--- config.mk ---
export PLATFORM = sky130hd
export DESIGN_NAME = mandel_frame_sequencer
export DESIGN_NICKNAME = d
export VERILOG_FILES = /design/src/rtl/mandel_frame_sequencer.sv
export SDC_FILE = /design/constraint.sdc
export NUM_CORES = 1
export LEC_CHECK = 0
export CORE_ASPECT_RATIO = 0.5
export CORE_MARGIN = 10
export CORE_UTILIZATION = 54
export CTS_CLUSTER_SIZE = 30
export DETAILED_ROUTE_END_ITERATION = 12
export GPL_TIMING_DRIVEN = 0
export PLACE_DENSITY = 0.9
export SYNTH_ARGS = -nofsm -noshare
export SYNTH_HDL_FRONTEND = slang
export SYNTH_SLANG_ARGS = --single-unit
--- constraint.sdc ---
create_clock -name clk -period 4.05 [get_ports clk]
set_input_delay 0.81 -clock clk [delete_from_list [all_inputs] [get_ports clk]]
set_output_delay 0.81 -clock clk [all_outputs]
set_load 0.05 [all_outputs]
--- src/rtl/mandel_frame_sequencer.sv ---
// mandel_frame_sequencer: schedules a WIDTH x HEIGHT frame over NUM_ENGINES
// mandelbrot engines. Coordinates are dispatched round-robin, each engine's
// iteration count is captured into its slot, and results retire strictly in
// raster order on a valid/ready pixel stream.

// One engine slot: FREE -> BUSY on dispatch, BUSY -> HELD when the engine's
// running flag falls, HELD -> FREE when its pixel is handed off.
module mandel_frame_slot #(
    parameter int CTRWIDTH = 10,
    parameter int XW       = 9,
    parameter int YW       = 9
) (
    input  logic                clk,
    input  logic                reset,
    input  logic                flush,
    input  logic                disp,
    input  logic                retire,
    input  logic [XW-1:0]       x_in,
    input  logic [YW-1:0]       y_in,
    input  logic                running,
    input  logic [CTRWIDTH-1:0] ctr_in,
    output logic                is_free,
    output logic                is_held,
    output logic [XW-1:0]       x_out,
    output logic [YW-1:0]       y_out,
    output logic [CTRWIDTH-1:0] ctr_out
);
    typedef enum logic [1:0] {S_FREE, S_BUSY, S_HELD} slot_t;

    slot_t               st_q, st_d;
    logic                run_prev_q;
    logic [XW-1:0]       x_q, x_d;
    logic [YW-1:0]       y_q, y_d;
    logic [CTRWIDTH-1:0] hold_q, hold_d;
    logic                fall;

    // Result is valid on the 1->0 edge of the engine's running flag.
    assign fall = run_prev_q & ~running;

    // Slot transitions; a flush (abort) frees the slot whatever it holds.
    always_comb begin
        st_d   = st_q;
        x_d    = x_q;
        y_d    = y_q;
        hold_d = hold_q;
        if (flush) begin
            st_d = S_FREE;
        end else begin
            case (st_q)
                S_FREE: if (disp) begin
                    st_d = S_BUSY;
                    x_d  = x_in;
                    y_d  = y_in;
                end
                S_BUSY: if (fall) begin
                    st_d   = S_HELD;
                    hold_d = ctr_in;
                end
                S_HELD: if (retire) st_d = S_FREE;
                default: st_d = S_FREE;
            endcase
        end
    end

    // Slot state, latched coordinates, held result and the running edge detector.
    always_ff @(posedge clk or posedge reset) begin
        if (reset) begin
            st_q       <= S_FREE;
            run_prev_q <= 1'b0;
            x_q        <= '0;
            y_q        <= '0;
            hold_q     <= '0;
        end else begin
            st_q       <= st_d;
            run_prev_q <= running;
            x_q        <= x_d;
            y_q        <= y_d;
            hold_q     <= hold_d;
        end
    end

    assign is_free = (st_q == S_FREE);
    assign is_held = (st_q == S_HELD);
    assign x_out   = x_q;
    assign y_out   = y_q;
    assign ctr_out = hold_q;
endmodule

module mandel_frame_sequencer #(
    parameter int NUM_ENGINES = 2,
    parameter int CTRWIDTH    = 10,
    parameter int WIDTH       = 400,
    parameter int HEIGHT      = 300,
    localparam int XW         = (WIDTH  > 1) ? $clog2(WIDTH)  : 1,
    localparam int YW         = (HEIGHT > 1) ? $clog2(HEIGHT) : 1
) (
    input  logic                            clk,
    input  logic                            reset,
    input  logic                            start,
    input  logic                            abort,
    output logic [NUM_ENGINES-1:0]          eng_run,
    output logic [XW-1:0]                   eng_x,
    output logic [YW-1:0]                   eng_y,
    input  logic [NUM_ENGINES-1:0]          eng_running,
    input  logic [NUM_ENGINES*CTRWIDTH-1:0] eng_ctr,
    output logic                            px_valid,
    input  logic                            px_ready,
    output logic [CTRWIDTH-1:0]             px_ctr,
    output logic [XW-1:0]                   px_x,
    output logic [YW-1:0]                   px_y,
    output logic                            px_last,
    output logic                            busy,
    output logic                            frame_done,
    output logic                            reset_write_ptr
);
    localparam int PW   = (NUM_ENGINES > 1) ? $clog2(NUM_ENGINES) : 1;
    localparam int NPIX = WIDTH * HEIGHT;
    localparam int CNW  = $clog2(NPIX + 1);

    typedef enum logic [1:0] {IDLE, CLEAR, RUN, DONE} state_t;

    state_t         state_q, state_d;
    logic [PW-1:0]  dptr_q, dptr_d;
    logic [PW-1:0]  rptr_q, rptr_d;
    logic [XW-1:0]  dx_q, dx_d;
    logic [YW-1:0]  dy_q, dy_d;
    logic [CNW-1:0] dcnt_q, dcnt_d;

    logic [NUM_ENGINES-1:0]               slot_free, slot_held, slot_retire;
    logic [NUM_ENGINES-1:0][XW-1:0]       slot_x;
    logic [NUM_ENGINES-1:0][YW-1:0]       slot_y;
    logic [NUM_ENGINES-1:0][CTRWIDTH-1:0] slot_ctr;

    logic          cur_free, cur_held;
    logic          flush, disp_ok, px_fire;

    // Select the dispatch-side and retire-side slot views by pointer.
    always_comb begin
        cur_free = 1'b0;
        cur_held = 1'b0;
        px_x     = '0;
        px_y     = '0;
        px_ctr   = '0;
        for (int i = 0; i < NUM_ENGINES; i++) begin
            if (dptr_q == PW'(i)) cur_free = slot_free[i];
            if (rptr_q == PW'(i)) begin
                cur_held = slot_held[i];
                px_x     = slot_x[i];
                px_y     = slot_y[i];
                px_ctr   = slot_ctr[i];
            end
        end
    end

    // Abort cancels everything in the same cycle it is seen.
    assign flush    = abort && (state_q != IDLE);
    assign disp_ok  = (state_q == RUN) && !abort && cur_free && (dcnt_q < CNW'(NPIX));
    assign px_valid = (state_q == RUN) && !abort && cur_held;
    assign px_fire  = px_valid && px_ready;
    assign px_last  = px_valid && (px_x == XW'(WIDTH - 1)) && (px_y == YW'(HEIGHT - 1));

    assign eng_x           = dx_q;
    assign eng_y           = dy_q;
    assign busy            = (state_q != IDLE);
    assign frame_done      = (state_q == DONE);
    assign reset_write_ptr = (state_q == CLEAR);

    // One-hot dispatch pulse and per-slot retire strobes.
    always_comb begin
        eng_run     = '0;
        slot_retire = '0;
        for (int i = 0; i < NUM_ENGINES; i++) begin
            eng_run[i]     = disp_ok && (dptr_q == PW'(i));
            slot_retire[i] = px_fire && (rptr_q == PW'(i));
        end
    end

    // Frame FSM, raster dispatch counters and round-robin pointers.
    always_comb begin
        state_d = state_q;
        dptr_d  = dptr_q;
        rptr_d  = rptr_q;
        dx_d    = dx_q;
        dy_d    = dy_q;
        dcnt_d  = dcnt_q;
        case (state_q)
            IDLE:  if (start && !abort) state_d = CLEAR;
            CLEAR: begin
                dptr_d  = '0;
                rptr_d  = '0;
                dx_d    = '0;
                dy_d    = '0;
                dcnt_d  = '0;
                state_d = abort ? IDLE : RUN;
            end
            RUN: begin
                if (abort)                  state_d = IDLE;
                else if (px_fire && px_last) state_d = DONE;
            end
            DONE:    state_d = IDLE;
            default: state_d = IDLE;
        endcase
        if (disp_ok) begin
            dptr_d = (dptr_q == PW'(NUM_ENGINES - 1)) ? '0 : dptr_q + 1'b1;
            dcnt_d = dcnt_q + 1'b1;
            if (dx_q == XW'(WIDTH - 1)) begin
                dx_d = '0;
                dy_d = dy_q + 1'b1;
            end else begin
                dx_d = dx_q + 1'b1;
            end
        end
        if (px_fire) rptr_d = (rptr_q == PW'(NUM_ENGINES - 1)) ? '0 : rptr_q + 1'b1;
    end

    // Sequencer state registers.
    always_ff @(posedge clk or posedge reset) begin
        if (reset) begin
            state_q <= IDLE;
            dptr_q  <= '0;
            rptr_q  <= '0;
            dx_q    <= '0;
            dy_q    <= '0;
            dcnt_q  <= '0;
        end else begin
            state_q <= state_d;
            dptr_q  <= dptr_d;
            rptr_q  <= rptr_d;
            dx_q    <= dx_d;
            dy_q    <= dy_d;
            dcnt_q  <= dcnt_d;
        end
    end

    for (genvar i = 0; i < NUM_ENGINES; i++) begin : g_slot
        mandel_frame_slot #(
            .CTRWIDTH (CTRWIDTH),
            .XW       (XW),
            .YW       (YW)
        ) u_slot (
            .clk     (clk),
            .reset   (reset),
            .flush   (flush),
            .disp    (eng_run[i]),
            .retire  (slot_retire[i]),
            .x_in    (dx_q),
            .y_in    (dy_q),
            .running (eng_running[i]),
            .ctr_in  (eng_ctr[i*CTRWIDTH +: CTRWIDTH]),
            .is_free (slot_free[i]),
            .is_held (slot_held[i]),
            .x_out   (slot_x[i]),
            .y_out   (slot_y[i]),
            .ctr_out (slot_ctr[i])
        );
    end
endmodule

==> impl_metrics.tcl, run 1 <==
set metrics [dict create \
    synthDistinctLibCells 61 \
    cts_tree "built" \
    dieWidth_um 156 \
    finalPower_mw 2.90 \
    diodes 0 \
    holdPathStages 1 \
    htree_levels 3 \
    max_freq_mhz 250 \
    io_pins 80 \
    synth_top_area_cell "dfrtp_1" \
    core_sq_mm 0.00886 \
    dieArea_sq_mm 0.0137 \
    crit_start "abort" \
    setup_violations 0 \
    cp.arrival_ns 3.19 \
    path_buf_inv 4 \
    irDropWorstVdd_mv 0.241 \
    chipHeight_um 87.9 \
    synthArstFlopShare_pct 100 \
    cts.sinks 101 \
    rsz0062_at_grt "false" \
    powerDensity_mw_per_mm2 463 \
    critical_path_peak_fanout 10 \
    drc 0 \
    synth_mux_area_share_pct 21.3 \
    cts_max_path_buffers 2 \
    synth_top_area_share_pct 50.7 \
    syn_to_final_growth_pct 25.6 \
    ctsHoldBuffers 0 \
    critPathLaunchType "input port" \
    cp_cell_sequence "clkdlybuf4s50_1 -> nor3b_4 -> o221ai_2 -> a211oi_2 -> buf_4 -> buf_4 -> clkdlybuf4s15_2" \
    r2r-start "eng_x[0]" \
    cap_violations 0 \
    synth-seq-cells 101 \
    crit_path_end_kind "primary output" \
    crit_path_end "eng_run[0]" \
    crit_required_ns 3.24 \
    viasPerCell 6.14 \
    syn_area_sq_mm 0.00498 \
    cts_buffers 9 \
    rows 24 \
    drt_iter0_drc 370 \
    placed_area_sq_mm 0.00595 \
    yosysWarnings 0 \
    synth_compound_area_share_pct 10.5 \
    maxSlewViolCount 0 \
    route.final.wire_length_mm 13.4 \
    worstSetupPathType "in2out" \
    grt_util_all_layers_pct 20.0 \
    cts_root_buffer "clkbuf_16" \
    rr_worst_depth 7 \
    tns_ns 0 \
    final_area_sq_mm 0.00626 \
    grt_first_pass_wirelength_mm 21.6 \
    p_leak_nw 2.87 \
    cp_top_family "buffers and inverters" \
    final-hold-violation-count 0 \
    clk_pin_slew_ns 0.06 \
    drive_gt1_share_pct 25.0 \
    grt_max_degree 69 \
    synth.yosys.seq_area_share_pct 50.7 \
    synthAdderAreaFrac_pct 0.753 \
    netlist_instances 415 \
    wire_per_inst_um 21.4 \
    synth-xor-area-share_pct 0.176 \
    max_stage_delay_ns 0.57 \
    status "complete, no violations" \
    grt-ovfl-total 0 \
    worstSkewPairLatency_ns 0.35 \
    min_period_over_period_pct 98.7 \
    synth_fp_nets 445 \
    crit_top_cell "buf_4" \
    skew_ns 0.00910 \
    worstMarginPinSlew_ns 0.668 \
    synth_ff_type "dfrtp_1" \
    worst_path_max_delay_cell "clkdlybuf4s50_1" \
    start_util_pct 56.2 \
    io_buffers 79 \
    detailroute.via_count 3855 \
    hold_path.class "reg2reg" \
    final_antenna_net_count 0 \
    r2r-end "eng_y[8]" \
    place_congestion 0.844 \
    cp_num_cells 7 \
    synthTopCellsByArea "dfrtp_1 51%, mux2_2 15%, mux2_4 5.4%" \
    postSynthAreaPerCell_sq_um 12.0 \
    synth_edf_count 0 \
    grt_pass1_vias 3965 \
    relSlewSlack_pct 55.5 \
    synth_top_family_by_area "multiplexers" \
    dr.pass1.iters 5 \
    hpwl_mm 9.29 \
    period_minus_slack_ns 4.00 \
    r2r_slack_ns 1.52 \
    whs_ns 0.490 \
    synthSimpleGateAreaFrac_pct 13.6 \
    antenna_found_initial 0 \
    nNetsFinal 537 \
]
layout by cell type (no fill, tap or decap), drive strengths merged, types with 2 or more instances in the layout:
| cell | n |
|---|---|
| a21oi | 11 |
| nor2b | 4 |
| o31ai | 9 |
| or4 | 2 |
| clkdlybuf4s50 | 76 |
| nand3b | 2 |
| mux2 | 84 |
| ha | 3 |
| and2 | 2 |
| buf | 15 |
| nand2b | 5 |
| mux2i | 5 |
| inv | 11 |
| a31o | 2 |
| nor3b | 3 |
| nand4 | 5 |
| nor4 | 3 |
| a211o | 2 |
| clkinv | 2 |
| nand2 | 33 |
| o2bb2ai | 2 |
| nor4bb | 3 |
| nand3 | 22 |
| clkdlybuf4s15 | 2 |
| nor3 | 11 |
| nand4bb | 2 |
| and3 | 10 |
| dfrtp | 101 |
| or2 | 2 |
| o211ai | 12 |
| a21o | 3 |
| a31oi | 7 |
| clkbuf | 17 |
| o21ai | 10 |
| nor2 | 7 |
| a211oi | 2 |
flip-flops by register name (all words and copies together), names as in the netlist:
register                  count
dcnt_q                       17
dptr_q                        1
eng_x                         9
eng_y                         9
g_slot.u_slot.ctr_out        20
g_slot.u_slot.run_prev_q      2
g_slot.u_slot.st_q            4
g_slot.u_slot.x_out          18
g_slot.u_slot.y_out          18
rptr_q                        1
state_q                       2
routing by layer:
layer  track usage, %  wire length [um]  vias up
li1                 -                 -     1736
met2             33.6              6520      141
met1             23.8              5630     1952
met5                0                 0        -
met4             6.39               289        0
met3             7.34              1010       26
cells in the mapped netlist, types with 9 or more instances:
cell type / count
o21ai_0: 9
mux2_4: 18
a21oi_1: 9
o31ai_1: 9
inv_1: 10
nand3_1: 22
nand2_1: 32
dfrtp_1: 101
o211ai_1: 11
and3_1: 10
mux2_2: 66
nor3_1: 10
power by group:
group | total, mW | internal (mW) | switching, mW
sequential | 1.24 | 1.13 | 0.104
combinational | 0.808 | 0.326 | 0.481
clock | 0.853 | 0.478 | 0.375
total | 2.90 | 1.94 | 0.960
cells by family after synthesis:
kind of cell | Yosys count
AND/OR/NAND/NOR | 121
flip-flops | 101
multiplexers | 89
AO/OA/AOI/OAI | 70
buffers and inverters | 30
adder cells (fa/ha/maj) | 3
XOR/XNOR | 1
area by class of cell:
cell class                 count  area (sq um)
timing repair buffer          81           831
multi-input combinational    284          2310
tap                          117           146
fill                         580          2600
sequential                   101          2530
clock buffer                  10           229
buffer                        20           110
inverter                      10          40.0
clock inverter                 5          60.1
repair_timing:
| item | 4_1_cts | 5_1_grt |
|---|---|---|
| hold endpoints to repair | 0 | 0 |
| endpoints found under the setup margin | 2 | 3 |
| pin swaps | 0 | 1 |
| setup buffers | 0 | 1 |
| resized for setup | 6 | 2 |
worst reg2reg max path, cell delays in order, from the launching register on:
cell	delay (ns)
dfrtp_1	0.53
ha_1	0.27
nand3_1	0.14
nor3_2	0.46
o211ai_2	0.31
clkbuf_1	0.31
nand3_1	0.17
o21ai_0	0.17
worst min path at each step:
stage	start	endpoint	slack [ns]
after detailed placement	dcnt_q[3]	dcnt_q[3]	0.48
final	dcnt_q[3]	dcnt_q[3]	0.49
after global placement	dcnt_q[3]	dcnt_q[3]	0.48
after floorplan	dcnt_q[2]	dcnt_q[2]	0.46
after global routing	g_slot[0].u_slot.ctr_out[0]	g_slot[0].u_slot.ctr_out[0]	0.52
after CTS	dcnt_q[3]	dcnt_q[3]	0.49
stage by stage:
| step | worst slack, ns | utilization, % | cells |
|---|---|---|---|
| global route | 0.0154 | 70.6 | 628 |
| global placement | -0.866 | 66.8 | 611 |
| detailed placement | -0.406 | 67.2 | 612 |
| finish | 0.0530 | 70.6 | 628 |
| CTS | 0.0126 | 70.5 | 627 |
| floorplan | 0.533 | - | 415 |
Power figures use the tool's default switching activity.
==> run 2, diff against run 1 <==
ABC_CLOCK_PERIOD_IN_PS = 4050   (was not set)
==> results of run 2 <==
Final layout, timing and power as in run 1 (identical DEF).
